$ cat src/rtl/bram_arbiter_if.sv
// Requester-side bundle for bram_arbiter: request/command inputs, grant and read-return outputs.
// The lock signal exists only when BRAM_ARB_LOCK_EN is defined.
interface bram_arbiter_if #(
  parameter int memSize_p   = 8,
  parameter int dataWidth_p = 16
);
  logic                   req;
  logic                   we;
  logic [memSize_p-1:0]   addr;
  logic [dataWidth_p-1:0] wdata;
  logic                   gnt;
  logic                   rvalid;
  logic [dataWidth_p-1:0] rdata;
`ifdef BRAM_ARB_LOCK_EN
  logic                   lock;

  modport master (output req, we, addr, wdata, lock, input gnt, rvalid, rdata);
  modport slave  (input req, we, addr, wdata, lock, output gnt, rvalid, rdata);
`else
  modport master (output req, we, addr, wdata, input gnt, rvalid, rdata);
  modport slave  (input req, we, addr, wdata, output gnt, rvalid, rdata);
`endif
endinterface

$ cat src/rtl/bram_arbiter.sv
// Round-robin arbiter sharing one registered-read BRAM between two requesters.
// Optional burst locking is enabled by defining BRAM_ARB_LOCK_EN.
module bram_arbiter #(
  parameter int memSize_p   = 8,
  parameter int dataWidth_p = 16,
  parameter int lockMax_p   = 15
) (
  input  logic                   clk_i,
  input  logic                   rst_ni,
  bram_arbiter_if.slave          port0,
  bram_arbiter_if.slave          port1,
  output logic                   mem_write_o,
  output logic                   mem_read_o,
  output logic [memSize_p-1:0]   mem_waddr_o,
  output logic [memSize_p-1:0]   mem_raddr_o,
  output logic [dataWidth_p-1:0] mem_wdata_o,
  input  logic [dataWidth_p-1:0] mem_rdata_i
);

  if (lockMax_p < 1 || lockMax_p > 15) begin : g_bad_lock_max
    $error("bram_arbiter: lockMax_p must be in 1..15");
  end

`ifdef BRAM_ARB_LOCK_EN
  typedef enum logic [1:0] {PRI0, PRI1, LOCK0, LOCK1} state_t;
  localparam logic [3:0] LockMax = 4'(lockMax_p);

  logic [3:0] cnt;
  logic [3:0] cnt_inc;
  logic       locked0;
  logic       locked1;
`else
  typedef enum logic {PRI0, PRI1} state_t;
`endif

  state_t                 state;
  logic                   gnt0;
  logic                   gnt1;
  logic                   win_we;
  logic [memSize_p-1:0]   win_addr;
  logic [dataWidth_p-1:0] win_wdata;
  logic                   pending;
  logic                   rd_owner;
  logic [dataWidth_p-1:0] rdata0_q;
  logic [dataWidth_p-1:0] rdata1_q;
  logic                   ret0;
  logic                   ret1;

`ifdef BRAM_ARB_LOCK_EN
  // A lock gives way once its counter is spent and the other port is waiting,
  // or as soon as the owner drops its lock line.
  assign locked0 = (state == LOCK0) && port0.lock && !((cnt == LockMax) && port1.req);
  assign locked1 = (state == LOCK1) && port1.lock && !((cnt == LockMax) && port0.req);
  assign cnt_inc = (cnt == LockMax) ? cnt : cnt + 4'd1;
`endif

  // NOTE: every signal assigned here gets a default first, so no latch is inferred.
  always_comb begin
    gnt0 = 1'b0;
    gnt1 = 1'b0;
    if (rst_ni) begin
`ifdef BRAM_ARB_LOCK_EN
      if (locked0) begin
        gnt0 = port0.req;
      end else if (locked1) begin
        gnt1 = port1.req;
      end else begin
        // A released LOCK0 behaves like PRI1, a released LOCK1 like PRI0.
        gnt1 = port1.req && (!port0.req || state == PRI1 || state == LOCK0);
        gnt0 = port0.req && !gnt1;
      end
`else
      gnt1 = port1.req && (!port0.req || state == PRI1);
      gnt0 = port0.req && !gnt1;
`endif
    end
  end

  assign port0.gnt = gnt0;
  assign port1.gnt = gnt1;

  // Address and data always follow the winner; they are ignored when no strobe is up.
  assign win_we    = gnt1 ? port1.we    : port0.we;
  assign win_addr  = gnt1 ? port1.addr  : port0.addr;
  assign win_wdata = gnt1 ? port1.wdata : port0.wdata;

  assign mem_write_o = (gnt0 || gnt1) && win_we;
  assign mem_read_o  = (gnt0 || gnt1) && !win_we;
  assign mem_waddr_o = win_addr;
  assign mem_raddr_o = win_addr;
  assign mem_wdata_o = win_wdata;

  // Read data is live from the BRAM in the return cycle, then held per port.
  assign ret0 = pending && !rd_owner;
  assign ret1 = pending &&  rd_owner;

  assign port0.rvalid = ret0;
  assign port1.rvalid = ret1;
  assign port0.rdata  = ret0 ? mem_rdata_i : rdata0_q;
  assign port1.rdata  = ret1 ? mem_rdata_i : rdata1_q;

  // NOTE: sequential state uses non-blocking assignments only, so every register
  // samples the pre-edge values regardless of statement order.
  always_ff @(posedge clk_i or negedge rst_ni) begin
    if (!rst_ni) begin
      state    <= PRI0;
      pending  <= 1'b0;
      rd_owner <= 1'b0;
      rdata0_q <= '0;
      rdata1_q <= '0;
`ifdef BRAM_ARB_LOCK_EN
      cnt      <= 4'd0;
`endif
    end else begin
      pending <= mem_read_o;
      if (mem_read_o) rd_owner <= gnt1;
      if (ret0) rdata0_q <= mem_rdata_i;
      if (ret1) rdata1_q <= mem_rdata_i;

`ifdef BRAM_ARB_LOCK_EN
      if (locked0) begin
        if (gnt0) cnt <= cnt_inc;
      end else if (locked1) begin
        if (gnt1) cnt <= cnt_inc;
      end else if (gnt0) begin
        if (port0.lock) begin
          state <= LOCK0;
          cnt   <= 4'd1;
        end else begin
          state <= PRI1;
        end
      end else if (gnt1) begin
        if (port1.lock) begin
          state <= LOCK1;
          cnt   <= 4'd1;
        end else begin
          state <= PRI0;
        end
      end else if (state == LOCK0) begin
        state <= PRI1;
      end else if (state == LOCK1) begin
        state <= PRI0;
      end
`else
      if (gnt0)      state <= PRI1;
      else if (gnt1) state <= PRI0;
`endif
    end
  end

endmodule
$ cat src/flat_wrapper.sv
// flat-port wrapper written by rule: the top's interface ports become plain ports
module bram_arbiter_flat 
#(
  parameter int memSize_p   = 8,
  parameter int dataWidth_p = 16,
  parameter int lockMax_p   = 15
)
  (clk_i, rst_ni, mem_write_o, mem_read_o, mem_waddr_o, mem_raddr_o, mem_wdata_o, mem_rdata_i, port0_req, port0_we, port0_addr, port0_wdata, port0_gnt, port0_rvalid, port0_rdata, port1_req, port1_we, port1_addr, port1_wdata, port1_gnt, port1_rvalid, port1_rdata);
  bram_arbiter_if #(.memSize_p(memSize_p), .dataWidth_p(dataWidth_p)) port0_i ();
  bram_arbiter_if #(.memSize_p(memSize_p), .dataWidth_p(dataWidth_p)) port1_i ();
  input  logic clk_i;
  input  logic rst_ni;
  output logic mem_write_o;
  output logic mem_read_o;
  output logic [memSize_p-1:0] mem_waddr_o;
  output logic [memSize_p-1:0] mem_raddr_o;
  output logic [dataWidth_p-1:0] mem_wdata_o;
  input  logic [dataWidth_p-1:0] mem_rdata_i;
  input wire logic [$bits(port0_i.req)-1:0] port0_req;
  input wire logic [$bits(port0_i.we)-1:0] port0_we;
  input wire logic [$bits(port0_i.addr)-1:0] port0_addr;
  input wire logic [$bits(port0_i.wdata)-1:0] port0_wdata;
  output wire logic [$bits(port0_i.gnt)-1:0] port0_gnt;
  output wire logic [$bits(port0_i.rvalid)-1:0] port0_rvalid;
  output wire logic [$bits(port0_i.rdata)-1:0] port0_rdata;
  input wire logic [$bits(port1_i.req)-1:0] port1_req;
  input wire logic [$bits(port1_i.we)-1:0] port1_we;
  input wire logic [$bits(port1_i.addr)-1:0] port1_addr;
  input wire logic [$bits(port1_i.wdata)-1:0] port1_wdata;
  output wire logic [$bits(port1_i.gnt)-1:0] port1_gnt;
  output wire logic [$bits(port1_i.rvalid)-1:0] port1_rvalid;
  output wire logic [$bits(port1_i.rdata)-1:0] port1_rdata;
  assign port0_i.req = port0_req;
  assign port0_i.we = port0_we;
  assign port0_i.addr = port0_addr;
  assign port0_i.wdata = port0_wdata;
  assign port0_gnt = port0_i.gnt;
  assign port0_rvalid = port0_i.rvalid;
  assign port0_rdata = port0_i.rdata;
  assign port1_i.req = port1_req;
  assign port1_i.we = port1_we;
  assign port1_i.addr = port1_addr;
  assign port1_i.wdata = port1_wdata;
  assign port1_gnt = port1_i.gnt;
  assign port1_rvalid = port1_i.rvalid;
  assign port1_rdata = port1_i.rdata;
  bram_arbiter #(.memSize_p(memSize_p), .dataWidth_p(dataWidth_p), .lockMax_p(lockMax_p)) u_core (.clk_i(clk_i), .rst_ni(rst_ni), .port0(port0_i), .port1(port1_i), .mem_write_o(mem_write_o), .mem_read_o(mem_read_o), .mem_waddr_o(mem_waddr_o), .mem_raddr_o(mem_raddr_o), .mem_wdata_o(mem_wdata_o), .mem_rdata_i(mem_rdata_i));
endmodule
$ cat config.mk
export PLATFORM = sky130hd
export DESIGN_NAME = bram_arbiter_flat
export DESIGN_NICKNAME = d
export VERILOG_FILES = /design/src/rtl/bram_arbiter_if.sv /design/src/rtl/bram_arbiter.sv /design/src/flat_wrapper.sv
export SDC_FILE = /design/constraint.sdc
export NUM_CORES = 1
export LEC_CHECK = 0
export BUFFER_PORTS_ARGS = -buffer_cell sky130_fd_sc_hd__buf_2
export CORE_MARGIN = 3
export CORE_UTILIZATION = 44
export CTS_BUF_LIST = sky130_fd_sc_hd__clkbuf_8
export DETAILED_ROUTE_END_ITERATION = 10
export PLACE_DENSITY = 0.88
export SYNTH_ARGS = -nofsm -noshare
export SYNTH_HDL_FRONTEND = slang
export SYNTH_SLANG_ARGS = --single-unit
$ cat constraint.sdc
create_clock -name clk_i -period 3.8 [get_ports clk_i]
set_input_delay 0.38 -clock clk_i [delete_from_list [all_inputs] [get_ports clk_i]]
set_output_delay 0.38 -clock clk_i [all_outputs]
set_load 0.01 [all_outputs]
Word-level counts from Yosys, hierarchy flattened
Index checks and enable logic that the tools add are counted.

cells by class
  muxes and demuxes = 9
  reduce and logical (&&, ||, !) cells = 13

operator list
  operator             number
  $mux W16             3
  $mux W8              1
  $logic_and A1 B1 Y1  6
  $mux W1              5
  $logic_not A1 Y1     4
  $logic_or A1 B1 Y1   2
  $reduce_bool A2 Y1   1

word-level totals
  input port bits = 70
  output and inout bits = 70
  word-level logic and storage cells = 27
  bits in registers = 35

Longest topological paths before layout
  word-level depth = 8
  depth in mapped cells = 5
  gate-level depth less buffers = 3

Worst setup path after synthesis
No wires, ideal clock.

  path kind = input-to-output
  start = in port1_req
  end = out mem_waddr_o[0]
  data arrival time = 1.426 ns
  required time = 3.420 ns
  stages on the path = 5
  slack = 1.994 ns
  path buffers = 2
  path through = nand2_1 > a21oi_4 > buf_8 > mux2_4 > buf_4

between the ends
  longest elaborated chain between the ends = 3

RTL lines
  element              line                RTL
  start: declaration   flat_wrapper.sv:26  input wire logic [$bits(port1_i.req)-1:0] port1_req;
  $logic_and A1 B1 Y1  bram_arbiter.sv:73  gnt1 = port1.req && (!port0.req || state == PRI1);
  $mux W1              bram_arbiter.sv:61  if (rst_ni) begin
  named net port1_gnt  flat_wrapper.sv:30  output wire logic [$bits(port1_i.gnt)-1:0] port1_gnt;
  $mux W8              bram_arbiter.sv:84  assign win_addr = gnt1 ? port1.addr : port0.addr;
  end: declaration     flat_wrapper.sv:15  output logic [memSize_p-1:0] mem_waddr_o;

The timed path passes the listed nets, and every way through them passes these cells.

Worst setup path in the final report
  start = reg u_core.state
  end = out mem_waddr_o[7]

between the ends
  longest elaborated chain between the ends = 4

RTL lines
  element                   line                 RTL
  start: declaration        bram_arbiter.sv:36   state_t state;
  start signal: assignment  bram_arbiter.sv:106  state <= PRI0;
  start signal: assignment  bram_arbiter.sv:145  if (gnt0) state <= PRI1;
  start signal: assignment  bram_arbiter.sv:146  else if (gnt1) state <= PRI0;
  $logic_or A1 B1 Y1        bram_arbiter.sv:73
  $logic_and A1 B1 Y1       bram_arbiter.sv:73
  $mux W1                   bram_arbiter.sv:61
  $mux W8                   bram_arbiter.sv:84

Every way passes these cells.

==> impl_metrics.xml <==
<?xml version="1.0" encoding="UTF-8"?>
<metrics>
  <group name="final_layout">
    <metric name="antenna_cells_inserted" unit="">0</metric>
    <metric name="final_net_count" unit="">325</metric>
    <metric name="layout-area-overhead-vs-synth" unit="%">41.5</metric>
    <metric name="layout-drive-gt1-share" unit="%">80.5</metric>
    <metric name="layout.core_utilization" unit="%">66.9</metric>
  </group>
  <group name="synthesis">
    <metric name="synth-adder-area-share" unit="%">0</metric>
    <metric name="synth-seq-area-share" unit="%">49.2</metric>
    <metric name="synth_area_per_cell" unit="µm²">14.7</metric>
    <metric name="synthXorXnorAreaFrac" unit="%">0</metric>
    <metric name="postSynthCellCount" unit="">121</metric>
    <metric name="post_synth_and_or_nand_nor_area_fraction" unit="%">1.90</metric>
    <metric name="synth-compound-area-share" unit="%">2.81</metric>
    <metric name="largest_family_of_logic_cells_by_synthesized_area" unit="">multiplexers</metric>
    <metric name="syn_area" unit="mm²">0.00178</metric>
    <metric name="synthesis.nets" unit="">191</metric>
    <metric name="synth_cell_types" unit="">18</metric>
    <metric name="synth_seq_cells" unit="">35</metric>
    <metric name="portion_of_netlist_area_occupied_by_mux_cells" unit="%">39.6</metric>
    <metric name="synthesis.yosys.warnings" unit="">0</metric>
  </group>
  <group name="power">
    <metric name="worst_supply_voltage_drop_on_vdd" unit="µV">230</metric>
    <metric name="powerDensity" unit="mW/mm²">532</metric>
    <metric name="switching_share" unit="%">32.0</metric>
    <metric name="p_sw" unit="W">0.000429</metric>
    <metric name="p_leak" unit="nW">1.36</metric>
    <metric name="comb_power_share" unit="%">41.4</metric>
    <metric name="power_report.internal_total" unit="W">0.000911</metric>
    <metric name="seq_power_share" unit="%">40.8</metric>
    <metric name="share_clk_of_total_power" unit="%">17.8</metric>
    <metric name="power" unit="W">0.00134</metric>
  </group>
  <group name="setup_path">
    <metric name="worst-r2r-cell-count" unit="">3</metric>
    <metric name="critical_path.startpoint_type" unit="">register</metric>
    <metric name="critical_path_peak_fanout" unit="">28</metric>
    <metric name="worst_endpoint_data_arrival_time" unit="ps">2110</metric>
    <metric name="end_kind" unit="">primary output</metric>
    <metric name="critical_path_required" unit="ps">3420</metric>
    <metric name="path_class" unit="">reg -&gt; out</metric>
    <metric name="setup.reg_to_reg.worst_slack" unit="ps">2150</metric>
  </group>
  <group name="cts">
    <metric name="ctsHtreeMaxLevel" unit="">2</metric>
    <metric name="post_cts_buffers" unit="">0</metric>
    <metric name="cts_inserted_buffers" unit="">5</metric>
    <metric name="cts.hold.buffers_added" unit="">0</metric>
    <metric name="clkLatencyLatePin" unit="ps">270</metric>
    <metric name="ctsLongestPathBuffers" unit="">2</metric>
    <metric name="tritoncts_clock_tree" unit="">done</metric>
    <metric name="post_cts_resized" unit="">0</metric>
    <metric name="cts_sinks" unit="">35</metric>
    <metric name="clk_root_buffer_cell" unit="">sky130_fd_sc_hd__clkbuf_8</metric>
    <metric name="clk_transition_reported_paths" unit="ps">70</metric>
  </group>
  <group name="run_status">
    <metric name="outcome" unit="">finished, final reports clean</metric>
  </group>
  <group name="sta">
    <metric name="report.final.setup_viol" unit="">0</metric>
    <metric name="worst_pin_slew" unit="ps">1030</metric>
    <metric name="final_min_period_over_clock_period" unit="%">65.6</metric>
    <metric name="worst_clock_skew" unit="ps">6.96</metric>
    <metric name="timing.fmax" unit="GHz">0.401</metric>
    <metric name="timing.final.crit_period" unit="ps">2490</metric>
    <metric name="maxSlewViolCount" unit="">0</metric>
    <metric name="hold_violations" unit="">0</metric>
    <metric name="rsz_0062_raised_after_global_routing" unit="">no</metric>
    <metric name="maxSlewHeadroom" unit="%">31.3</metric>
    <metric name="fin_tns_setup" unit="ps">0</metric>
  </group>
  <group name="die">
    <metric name="i_o_pin_count" unit="">140</metric>
    <metric name="design.core.area" unit="mm²">0.00377</metric>
    <metric name="die-area" unit="mm²">0.00485</metric>
    <metric name="fp-row-count" unit="">22</metric>
    <metric name="die_h" unit="µm">69.6</metric>
    <metric name="start_util" unit="%">47.2</metric>
    <metric name="die_w" unit="µm">69.6</metric>
  </group>
  <group name="routing">
    <metric name="wl_per_cell" unit="µm">16.0</metric>
    <metric name="drt-total-wl" unit="µm">4860</metric>
    <metric name="ant_nets" unit="">0</metric>
    <metric name="drt_first_pass_iters" unit="">4</metric>
    <metric name="routed-via-count" unit="">1460</metric>
    <metric name="drt_iter0_drc" unit="">75</metric>
    <metric name="drc" unit="">0</metric>
    <metric name="detail_route.vias_per_cell" unit="">4.80</metric>
  </group>
  <group name="place">
    <metric name="place.gp.congestion" unit="">0.744</metric>
    <metric name="buffer_ports.inserted" unit="">139</metric>
    <metric name="detailed_place_hpwl" unit="µm">4020</metric>
  </group>
  <group name="grt">
    <metric name="grt_max_degree" unit="">38</metric>
    <metric name="grt_usage" unit="%">19.5</metric>
    <metric name="grt_first_pass_wirelength" unit="µm">7690</metric>
    <metric name="via_count_of_the_first_global_routing_pass" unit="">1594</metric>
    <metric name="antenna_found_initial" unit="">0</metric>
    <metric name="global_route.overflow_total" unit="">0</metric>
  </group>
  <group name="flow_run">
    <metric name="maxCapViolations" unit="">0</metric>
  </group>
  <group name="min_path">
    <metric name="path_class_of_the_lowest_slack_min_delay_path" unit="">in -&gt; async</metric>
  </group>
</metrics>
cell usage after synthesis:
cell type                  number  share of area (%)
sky130_fd_sc_hd__a211oi_1       1               0.42
sky130_fd_sc_hd__a21oi_1        1               0.28
sky130_fd_sc_hd__a21oi_4        1               0.91
sky130_fd_sc_hd__and3_1         1               0.35
sky130_fd_sc_hd__buf_2          3               0.84
sky130_fd_sc_hd__buf_4          8                3.4
sky130_fd_sc_hd__buf_8          2                1.7
sky130_fd_sc_hd__dfrtp_1       35                 49
sky130_fd_sc_hd__inv_1          2               0.42
sky130_fd_sc_hd__inv_2          1               0.21
sky130_fd_sc_hd__mux2_2        40                 25
sky130_fd_sc_hd__mux2_4        17                 14
sky130_fd_sc_hd__nand2_1        4               0.84
sky130_fd_sc_hd__nand2b_1       1               0.35
sky130_fd_sc_hd__o21ai_0        1               0.28
sky130_fd_sc_hd__o21bai_1       1               0.42
sky130_fd_sc_hd__o22a_1         1               0.49
sky130_fd_sc_hd__or2_2          1               0.35
flip-flops by register name, summed over array words and instances (netlist names):
register,flops
u_core.rdata0_q,16
u_core.rdata1_q,16
u_core.pending,1
u_core.rd_owner,1
u_core.state,1
critical path, stage by stage (launching register included):
cell and delay, ps:
sky130_fd_sc_hd__dfrtp_1 390, sky130_fd_sc_hd__inv_2 70, sky130_fd_sc_hd__a21oi_4 810, sky130_fd_sc_hd__mux2_2 430, sky130_fd_sc_hd__buf_2 140
power groups by stage:
| stage | clock network [W] | registers, W | logic [W] |
|---|---|---|---|
| floorplan | 0 | 0.000537 | 0.000335 |
| global placement | 0 | 0.000541 | 0.000545 |
| detailed placement | 0 | 0.000554 | 0.000562 |
| CTS | 0.000246 | 0.000547 | 0.000563 |
| global route | 0.000265 | 0.000560 | 0.000598 |
| finish | 0.000239 | 0.000547 | 0.000555 |
layer usage:
layer	global-route usage (%)	wire length, µm	part of all wire [%]	up-vias
met1	21.8	1760	36	713
li1	-	-	-	683
met2	38.2	2800	58	60
met3	3.19	257	5.3	4
met4	4.47	42	0.86	0
met5	0	0	0	-
worst paths after layout:
| kind | start | end |
|---|---|---|
| max reg2reg | u_core.state | u_core.pending |
| max in group asynchronous | rst_ni | u_core.pending |
| min reg2reg | u_core.rdata0_q[13] | u_core.rdata0_q[13] |
| max | u_core.state | mem_waddr_o[7] |
| min in group clk_i | mem_rdata_i[13] | u_core.rdata0_q[13] |
| min | rst_ni | u_core.rdata0_q[13] |
cell families (layout without fill, tap and decap cells):
group | after synthesis | count (layout)
DFF | 35 | 35
and+or+nand+nor | 7 | 7
AOI/OAI and AO/OA | 6 | 6
buffers and inverters | 16 | 151
muxes | 57 | 57
layout by cell type (no fill, tap or decap), drive strengths merged, types with 2 or more instances in the layout:
master	instances
a21oi	2
nand2	4
clkbuf	5
buf	140
dfrtp	35
mux2	57
inv	5
area by class of cell:
class,count,area (µm²)
fillers,304,1250
flip-flops and latches,35,876
multi-input cells,70,790
repair buffers,140,703
clock buffers,5,68.8
well taps,48,60.1
clock inverters,3,12.5
inverters,3,11.3
through the flow:
stage	cells	setup WS, ps	instance area, µm²	hold WS, ps
floorplan	121	1990	1780	84.4
global placement	296	1450	2440	474
detailed placement	296	1430	2440	479
CTS	304	1290	2520	198
global route	304	1190	2520	220
finish	304	1310	2520	185
(Power assumes the default switching activity.)
